===== src/rtl/mem_port_arbiter_pkg.sv =====
// Shared definitions for the external memory port arbiter: FSM state
// encodings, default burst/starvation parameters and a width helper.
package mem_port_arbiter_pkg;

  typedef enum logic [1:0] {
    S_IDLE    = 2'd0,
    S_IFETCH  = 2'd1,
    S_DACCESS = 2'd2
  } state_e;

  localparam int LINEWORDS_DEF  = 4;
  localparam int STARVE_MAX_DEF = 3;

  // Starvation counter is never narrower than 2 bits.
  function automatic int starve_width(input int max_grants);
    return (max_grants < 4) ? 2 : $clog2(max_grants + 1);
  endfunction

endpackage


===== src/rtl/mem_port_arbiter_arb_pick.sv =====
// Grant decision between instruction refill and data access, with the
// saturating counter that bounds how long data traffic may starve fetch.
module arb_pick
  import mem_port_arbiter_pkg::*;
#(
  parameter int STARVE_MAX = STARVE_MAX_DEF
) (
  input  logic ph1,
  input  logic reset_b,
  input  logic ireq,
  input  logic dreq,
  input  logic en,
  input  logic commit,
  output logic grant_i,
  output logic grant_d
);

  localparam int SW = starve_width(STARVE_MAX);
  localparam logic [SW-1:0] SMAX = SW'(STARVE_MAX);

  logic [SW-1:0] starve_q, starve_d;

  // NOTE: every variable gets its default before any branch, so no path through this block can infer a latch.
  always_comb begin
    grant_d  = en & dreq & (~ireq | (starve_q < SMAX));
    grant_i  = en & ireq & ~grant_d;
    starve_d = starve_q;
    if (commit) begin
      if (grant_i) begin
        starve_d = '0;
      end else if (grant_d && ireq && (starve_q < SMAX)) begin
        starve_d = starve_q + 1'b1;
      end
    end
  end

  // NOTE: non-blocking assignment so the flop samples the value from before the edge.
  always_ff @(posedge ph1 or negedge reset_b) begin
    if (!reset_b) begin
      starve_q <= '0;
    end else begin
      starve_q <= starve_d;
    end
  end

endmodule


===== src/rtl/mem_port_arbiter.sv =====
// Shared external memory port: arbitrates instruction refill bursts against
// single-word data accesses and sequences the registered memory interface.
module mem_port_arbiter
  import mem_port_arbiter_pkg::*;
#(
  parameter int LINEWORDS  = LINEWORDS_DEF,
  parameter int STARVE_MAX = STARVE_MAX_DEF
) (
  input  logic                         ph1,
  input  logic                         reset_b,
  input  logic                         ireq,
  input  logic [31:0]                  iadr,
  output logic [31:0]                  irdata,
  output logic                         ivalid,
  output logic [$clog2(LINEWORDS)-1:0] iword,
  output logic                         idone,
  input  logic                         dreq,
  input  logic                         dwrite,
  input  logic [31:0]                  dadr,
  input  logic [31:0]                  dwdata,
  input  logic [3:0]                   dbyteen,
  output logic [31:0]                  drdata,
  output logic                         ddone,
  output logic                         memreq,
  output logic [31:0]                  memadr,
  output logic [31:0]                  memwdata,
  output logic                         memwrite,
  output logic [3:0]                   membyteen,
  input  logic [31:0]                  memrdata,
  input  logic                         memready
);

  localparam int WB = $clog2(LINEWORDS);
  localparam int LB = WB + 2;
  localparam logic [WB-1:0] LAST_WORD = WB'(LINEWORDS - 1);

  state_e        state_q, state_d;
  logic [WB-1:0] wcnt_q, wcnt_d;
  logic          memreq_q, memreq_d;
  logic [31:0]   memadr_q, memadr_d;
  logic [31:0]   memwdata_q, memwdata_d;
  logic          memwrite_q, memwrite_d;
  logic [3:0]    membyteen_q, membyteen_d;
  logic [31:0]   drdata_q, drdata_d;
  logic          ddone_q, ddone_d;
  logic [31:0]   irdata_q, irdata_d;
  logic          ivalid_q, ivalid_d;
  logic [WB-1:0] iword_q, iword_d;
  logic          idone_q, idone_d;

  logic grant_i, grant_d, arb_en;
  logic unused_addr_bits;

  // Line offset and byte offset bits are address don't-cares.
  assign unused_addr_bits = ^{iadr[LB-1:0], dadr[1:0]};

  // The completion cycle doubles as the turnaround: no arbitration while a done pulse is out.
  assign arb_en = (state_q == S_IDLE) && !ddone_q && !idone_q;

  arb_pick #(
    .STARVE_MAX (STARVE_MAX)
  ) u_arb_pick (
    .ph1     (ph1),
    .reset_b (reset_b),
    .ireq    (ireq),
    .dreq    (dreq),
    .en      (arb_en),
    .commit  (arb_en),
    .grant_i (grant_i),
    .grant_d (grant_d)
  );

  always_comb begin
    state_d     = state_q;
    wcnt_d      = wcnt_q;
    memreq_d    = memreq_q;
    memadr_d    = memadr_q;
    memwdata_d  = memwdata_q;
    memwrite_d  = memwrite_q;
    membyteen_d = membyteen_q;
    drdata_d    = drdata_q;
    irdata_d    = irdata_q;
    iword_d     = iword_q;
    ddone_d     = 1'b0;
    ivalid_d    = 1'b0;
    idone_d     = 1'b0;

    unique case (state_q)
      S_IDLE: begin
        if (grant_d) begin
          state_d     = S_DACCESS;
          memreq_d    = 1'b1;
          memadr_d    = {dadr[31:2], 2'b00};
          memwdata_d  = dwdata;
          memwrite_d  = dwrite;
          membyteen_d = dwrite ? dbyteen : 4'hF;
        end else if (grant_i) begin
          state_d     = S_IFETCH;
          wcnt_d      = '0;
          memreq_d    = 1'b1;
          memadr_d    = {iadr[31:LB], {LB{1'b0}}};
          memwrite_d  = 1'b0;
          membyteen_d = 4'hF;
        end
      end

      S_DACCESS: begin
        if (memready) begin
          if (!memwrite_q) drdata_d = memrdata;
          ddone_d    = 1'b1;
          memreq_d   = 1'b0;
          memwrite_d = 1'b0;
          state_d    = S_IDLE;
        end
      end

      S_IFETCH: begin
        if (memready) begin
          irdata_d          = memrdata;
          iword_d           = wcnt_q;
          ivalid_d          = 1'b1;
          wcnt_d            = wcnt_q + 1'b1;
          memadr_d[LB-1:2]  = wcnt_q + 1'b1;
          if (wcnt_q == LAST_WORD) begin
            idone_d  = 1'b1;
            memreq_d = 1'b0;
            state_d  = S_IDLE;
          end
        end
      end

      default: begin
        state_d  = S_IDLE;
        memreq_d = 1'b0;
      end
    endcase
  end

  // NOTE: data registers are reset along with control state because every output must read 0 during reset.
  always_ff @(posedge ph1 or negedge reset_b) begin
    if (!reset_b) begin
      state_q     <= S_IDLE;
      wcnt_q      <= '0;
      memreq_q    <= 1'b0;
      memadr_q    <= '0;
      memwdata_q  <= '0;
      memwrite_q  <= 1'b0;
      membyteen_q <= '0;
      drdata_q    <= '0;
      ddone_q     <= 1'b0;
      irdata_q    <= '0;
      ivalid_q    <= 1'b0;
      iword_q     <= '0;
      idone_q     <= 1'b0;
    end else begin
      state_q     <= state_d;
      wcnt_q      <= wcnt_d;
      memreq_q    <= memreq_d;
      memadr_q    <= memadr_d;
      memwdata_q  <= memwdata_d;
      memwrite_q  <= memwrite_d;
      membyteen_q <= membyteen_d;
      drdata_q    <= drdata_d;
      ddone_q     <= ddone_d;
      irdata_q    <= irdata_d;
      ivalid_q    <= ivalid_d;
      iword_q     <= iword_d;
      idone_q     <= idone_d;
    end
  end

  assign memreq    = memreq_q;
  assign memadr    = memadr_q;
  assign memwdata  = memwdata_q;
  assign memwrite  = memwrite_q;
  assign membyteen = membyteen_q;
  assign drdata    = drdata_q;
  assign ddone     = ddone_q;
  assign irdata    = irdata_q;
  assign ivalid    = ivalid_q;
  assign iword     = iword_q;
  assign idone     = idone_q;

endmodule


===== config.mk =====
export PLATFORM = sky130hd
export DESIGN_NAME = mem_port_arbiter
export DESIGN_NICKNAME = d
export VERILOG_FILES = /design/src/rtl/mem_port_arbiter_pkg.sv /design/src/rtl/mem_port_arbiter_arb_pick.sv /design/src/rtl/mem_port_arbiter.sv
export SDC_FILE = /design/constraint.sdc
export NUM_CORES = 1
export LEC_CHECK = 0
export CAP_MARGIN = 15
export CORE_AREA = 2 2 85 169
export CTS_CLUSTER_DIAMETER = 100
export CTS_CLUSTER_SIZE = 8
export DETAILED_ROUTE_END_ITERATION = 8
export DIE_AREA = 0 0 87 171
export MAX_ROUTING_LAYER = met4
export PLACE_DENSITY = 0.9
export RECOVER_POWER = 25
export SYNTH_ARGS = -nofsm -noshare
export SYNTH_HDL_FRONTEND = slang
export SYNTH_SLANG_ARGS = --single-unit

===== constraint.sdc =====
create_clock -name ph1 -period 5.3 [get_ports ph1]
set_clock_uncertainty 0.1 [all_clocks]
set_input_delay 1.59 -clock ph1 [delete_from_list [all_inputs] [get_ports ph1]]
set_output_delay 1.59 -clock ph1 [all_outputs]
set_load 0.02 [all_outputs]

==> Word level (Yosys, flattened, before mapping) <==
Index checks and enable logic that the tools add are counted.
{ "totals": {"ff_bits": 145, "output_inout_bits": 139, "elab_cells": 88} }
{ "classes": {"add_sub_neg": 2, "order_cmp": 1, "eq_ne": 9, "n_mux": 33, "bitwise_logic": 8, "n_reduce_logical": 20} }
{ "op_table": {"columns": ["cell", "n"], "rows": [
  ["$mux W32", 2],
  ["$mux W2", 10],
  ["$mux W1", 13],
  ["$mux W4", 3],
  ["$ne A2 B2 Y1 const B", 5],
  ["$reduce_and A3 Y1", 3],
  ["$pmux W2 S2", 2],
  ["$reduce_and A2 Y1", 4],
  ["$reduce_and A4 Y1", 2],
  ["$reduce_bool A2 Y1", 4],
  ["$pmux W2 S3", 1],
  ["$add A2 B1 Y2 const B", 2],
  ["$and A1 B1 Y1", 4],
  ["$eq A2 B2 Y1 const B", 2],
  ["$logic_and A1 B1 Y1", 4],
  ["$ne A3 B3 Y1 const B", 1],
  ["$not A1 Y1", 3],
  ["$pmux W1 S3", 1],
  ["$eq A2 B1 Y1 const B", 1],
  ["$logic_not A1 Y1", 2],
  ["$logic_not A2 Y1", 1],
  ["$lt A2 B2 Y1 const B", 1],
  ["$pmux W1 S2", 1],
  ["$or A1 B1 Y1", 1]
]} }

==> Longest topological paths before layout <==
{ "depth": {"word_depth": 10, "mapped_depth": 6, "depth_no_buf": 4} }

==> Cells and area by module <==
From an unflattened synthesis, not the netlist that was laid out.
{ "hier_totals": {"cells_unflattened": 373, "hier_area_um2": 5831.8} }
{ "modules_own_cells": {"columns": ["mod", "n_inst", "cells_each", "area_per_inst_um2"], "rows": [
  ["mem_port_arbiter", 1, 359, 5713.0],
  ["arb_pick", 1, 14, 118.9]
]} }

==> Least setup slack after synthesis <==
Ideal clock, no wire load.
{ "synth_path": {"path_kind": "input-to-reg", "from": "input dreq", "to": "register memadr_q[10] (netlist: memadr[10])", "setup_time_ns": 0.125, "arrival_ns": 2.868, "slack_ns": 2.208, "cell_stages": 4, "path_buffers": 1, "path_cell_list": "a21boi_2 -> clkbuf_1 -> mux2_2 -> mux2_2"} }
{ "synth_via": {"elab_chain_len": 6, "word_cells_on_any_way": 7, "cone_classes": "mux: 1; bitwise: 4; reduce/logical: 2"} }
{ "synth_lines": {"columns": ["item", "line", "text"], "rows": [
  ["from (decl)", "mem_port_arbiter.sv:17", "input logic dreq,"],
  ["$and A1 B1 Y1 * (2 in series)", "mem_port_arbiter_arb_pick.sv:25", "grant_d = en & dreq & (~ireq | (starve_q < SMAX));"],
  ["$not A1 Y1", "mem_port_arbiter_arb_pick.sv:26", "grant_i = en & ireq & ~grant_d;"],
  ["$and A1 B1 Y1", "mem_port_arbiter_arb_pick.sv:26", null],
  ["$reduce_bool A2 Y1 (no source line)", null, null],
  ["$reduce_and A2 Y1 (no source line)", null, null],
  ["to (signal assigned)", "mem_port_arbiter.sv:159", "memadr_q <= memadr_d;"],
  ["to (decl)", "mem_port_arbiter.sv:40", "logic [31:0] memadr_q, memadr_d;"]
]} }
Mark *: on every way between the ends. The rest lies on a longest branch, timed or not.
A chain may end at the register's enable or synchronous reset.

==> Worst setup path in the final report <==
{ "layout_path": {"from": "input memready", "to": "register drdata_q[22] (netlist: drdata[22])"} }
{ "layout_via": {"elab_chain_len": 1} }
{ "layout_lines": {"columns": ["item", "line", "text"], "rows": [
  ["from (decl)", "mem_port_arbiter.sv:30", "input logic memready"],
  ["$reduce_and A3 Y1 (no source line)", null, null],
  ["to (signal assigned)", "mem_port_arbiter.sv:163", "drdata_q <= drdata_d;"],
  ["to (decl)", "mem_port_arbiter.sv:44", "logic [31:0] drdata_q, drdata_d;"]
]} }
Every way passes these cells.

==> flow_summary.yaml <==
global_routing:
  grt_max_degree: 86
  grt-ovfl-total: 0
  grt_pass1_vias: 4591
  grt_pass1_wl_um: 23400
  grt_usage_pct: 21.34
  antenna_found_initial: 1
synth:
  synth_area_per_cell_um2: 15.67
  post_synth_num_cell_types: 38
  ys_ff_latch: 143
  synthTopCellsByArea: "dfrtp_1 (61%), mux2_2 (29%), buf_6 (1.5%)"
  synthTopCellsByCount: "mux2_2 (152), dfrtp_1 (143), buf_6 (8), nand2_1 (8), buf_2 (7)"
  yosys_warnings: 0
  yosysTopAreaCell: "dfrtp_1"
  synth_top_area_share_pct: 61.07
  synth_edf_count: 0
  syn_area_um2: 5859
  yosys.cell_count.top_type: "mux2_2"
  ys_seq_area_share_pct: 61.07
  yosys_most_used_dff: "dfrtp_1"
  netlist_instances: 374
  synthArstFlopShare_pct: 100.0
sta:
  rsz0062_at_grt: "false"
  finalCriticalPeriod_ns: 3.646
  worst_slew_pin_slew_ns: 2.056
  relSlewSlack_pct: -37.05
  whs_ns: 0.3996
  finalSetupTns_ns: 0
  timing.fmax_ghz: 0.2743
  slew_viol_final: 86
  finalWorstSetupSlack_ns: 1.654
  hold_viol: 0
  setup_violations: 0
  timing.final.crit_share_pct: 68.79
setup_path:
  critical_path_buf_inv_count: 2
  arrival_ns: 3.84
  crit_path_cell_trace: "dlygate4sd3_1 -> nand3b_1 -> nor2_4 -> buf_4 -> mux2_2"
  end_kind: "flop"
  start_kind: "input pin"
  worst-path-max-fanout: 18
  worstPathRequired_ns: 5.49
  cp_slowest_cell: "dlygate4sd3_1"
  worstSetupPathType: "input pin to flop"
  critPathMaxStageDelay_ns: 0.78
  cpLargestDelayFamily: "buffers and inverters"
power:
  internal_power_uw: 3889
  seqPwrFrac_pct: 32.4
  ir_drop_mv: 0.4467
  p_clk_share_pct: 20.0
  leakage_uw: 0.003856
  netSwitchingFraction_pct: 35.34
  cellPowerDensity_nw_per_um2: 651.7
  combPwrFrac_pct: 47.6
  p_sw_uw: 2125
finish:
  nets: 785
  final_core_util_pct: 67.54
  area_delta_synth_final_pct: 57.48
  stdcell_count: 816
  layout-drive-gt1-share_pct: 29.94
run:
  max-cap-violations: 1
drt:
  wl_per_cell_um: 18.49
  drt-initial-drc-count: 86
  drt_pass1_iterations: 4
  routed_wl_um: 15090
  vias_per_cell: 5.078
  drcViolationCount: 0
  ant_nets: 0
  vias: 4144
clock_tree:
  max-clock-path-buffers: 2
  post_cts_resized: 0
  worst_skew_pair.late_latency_ns: 0.41
  path_clk_slew_ns: 0.07
  cts_max_level: 4
  cts_buffers: 17
  root_buffer: "clkbuf_16"
  cts_tree: "built"
  post-cts-setup-buffer-count: 0
  numClockSinks: 143
  hold_buffers: 0
run_status:
  status: "finished with violations"
  violations: "capacitance limit, slew limit"
place:
  dpl_worst_slack_ns: 1.325
  dp_hpwl_um: 11200
  routabilityCongestion: 0.7670
  portBuffers: 268
  dp.cells: 783
floorplanning:
  dieArea_um2: 14880
  fp.coreArea_um2: 13660
  die_w_um: 87
  die_h_um: 171
  num_rows: 61
  io_pins: 277
  initial_utilization_pct: 42.89
min_path:
  hold_class: "flop to flop"
==> registers in the layout (all words and copies together), names as in the netlist <==
name	cells
memwdata	32
irdata	32
ivalid	1
iword	2
drdata	32
u_arb_pick.starve_q	2
memadr	30
wcnt_q	2
idone	1
state_q	2
memwrite	1
membyteen	4
memreq	1
ddone	1
==> routing by layer <==
layer  up-vias  global-route usage (%)  wire, um
met5         -                       -         0
met4         0                   7.337       204
met3        13                   7.091      1571
met2       235                   35.11      7423
met1      2022                   24.11      5889
li1       1874                       -         -
==> metrics by stage <==
| stage | power, uW | instance area, um^2 |
|---|---|---|
| floorplan | 3467 | 5863 |
| global placement | 4744 | 8632 |
| detailed placement | 4845 | 8632 |
| CTS | 6084 | 9231 |
| global route | 6327 | 9228 |
| finish | 6014 | 9228 |
==> logic make-up (layout without fill, tap and decap cells) <==
| group | after synthesis | in the layout | synth area share, % |
|---|---|---|---|
| AND/OR/NAND/NOR | 26 | 26 | 2.819 |
| multiplexers | 157 | 157 | 30.15 |
| adder cells (fa/ha/maj) | 2 | 2 | 0.4270 |
| buffers and inverters | 26 | 309 | 3.053 |
| other | 1 | 3 | 0.06400 |
| flip-flops | 143 | 143 | 61.07 |
| AO/OA/AOI/OAI | 19 | 19 | 2.413 |
==> final cells by class <==
class | count | area (um^2)
fill | 972 | 4434
sequential | 143 | 3578
timing repair buffer | 273 | 2715
multi-input combinational | 206 | 2121
clock buffer | 17 | 425.4
tap | 157 | 196.4
clock inverter | 15 | 173.9
inverter | 4 | 15.01
antenna | 1 | 2.502
==> path summary, 6_finish.rpt <==
kind                                 start          to  slack (ns)  cells past startpoint
worst max-delay path              memready  drdata[22]        1.65                      5
worst min-delay path            memadr[30]  memadr[30]        0.40                      1
worst max register to register  state_q[0]  memadr[14]        2.76                      4
worst min register to register  memadr[30]  memadr[30]        0.40                      1
max in group asynchronous          reset_b  drdata[29]        2.09                      2
min in group asynchronous          reset_b   drdata[9]        1.67                      1
==> layout by cell type (no fill, tap or decap), types with 2 or more instances in the layout <==
cell type and instances:
a21oi_1 2, a32o_1 2, buf_4 5, bufinv_16 2, clkbuf_16 17, clkdlybuf4s50_1 266
clkinvlp_4 3, conb_1 2, dfrtp_1 143, ha_1 2, inv_1 4, inv_6 5
inv_8 3, mux2_1 4, mux2_2 152, nand2_1 8, nand2_2 2, nor2_1 2
o21ai_0 5, o22a_1 4
==> power by group through the flow <==
| stage | Combinational (uW) | Clock, uW | Sequential [uW] |
|---|---|---|---|
| after CTS | 2890 | 1230 | 1960 |
| after global routing | 3030 | 1280 | 2020 |
| final | 2860 | 1200 | 1950 |
| after floorplan | 904 | 0 | 2560 |
| after detailed placement | 2870 | 0 | 1970 |
| after global placement | 2820 | 0 | 1920 |
Note: power is estimated with default switching activity, not from simulation.
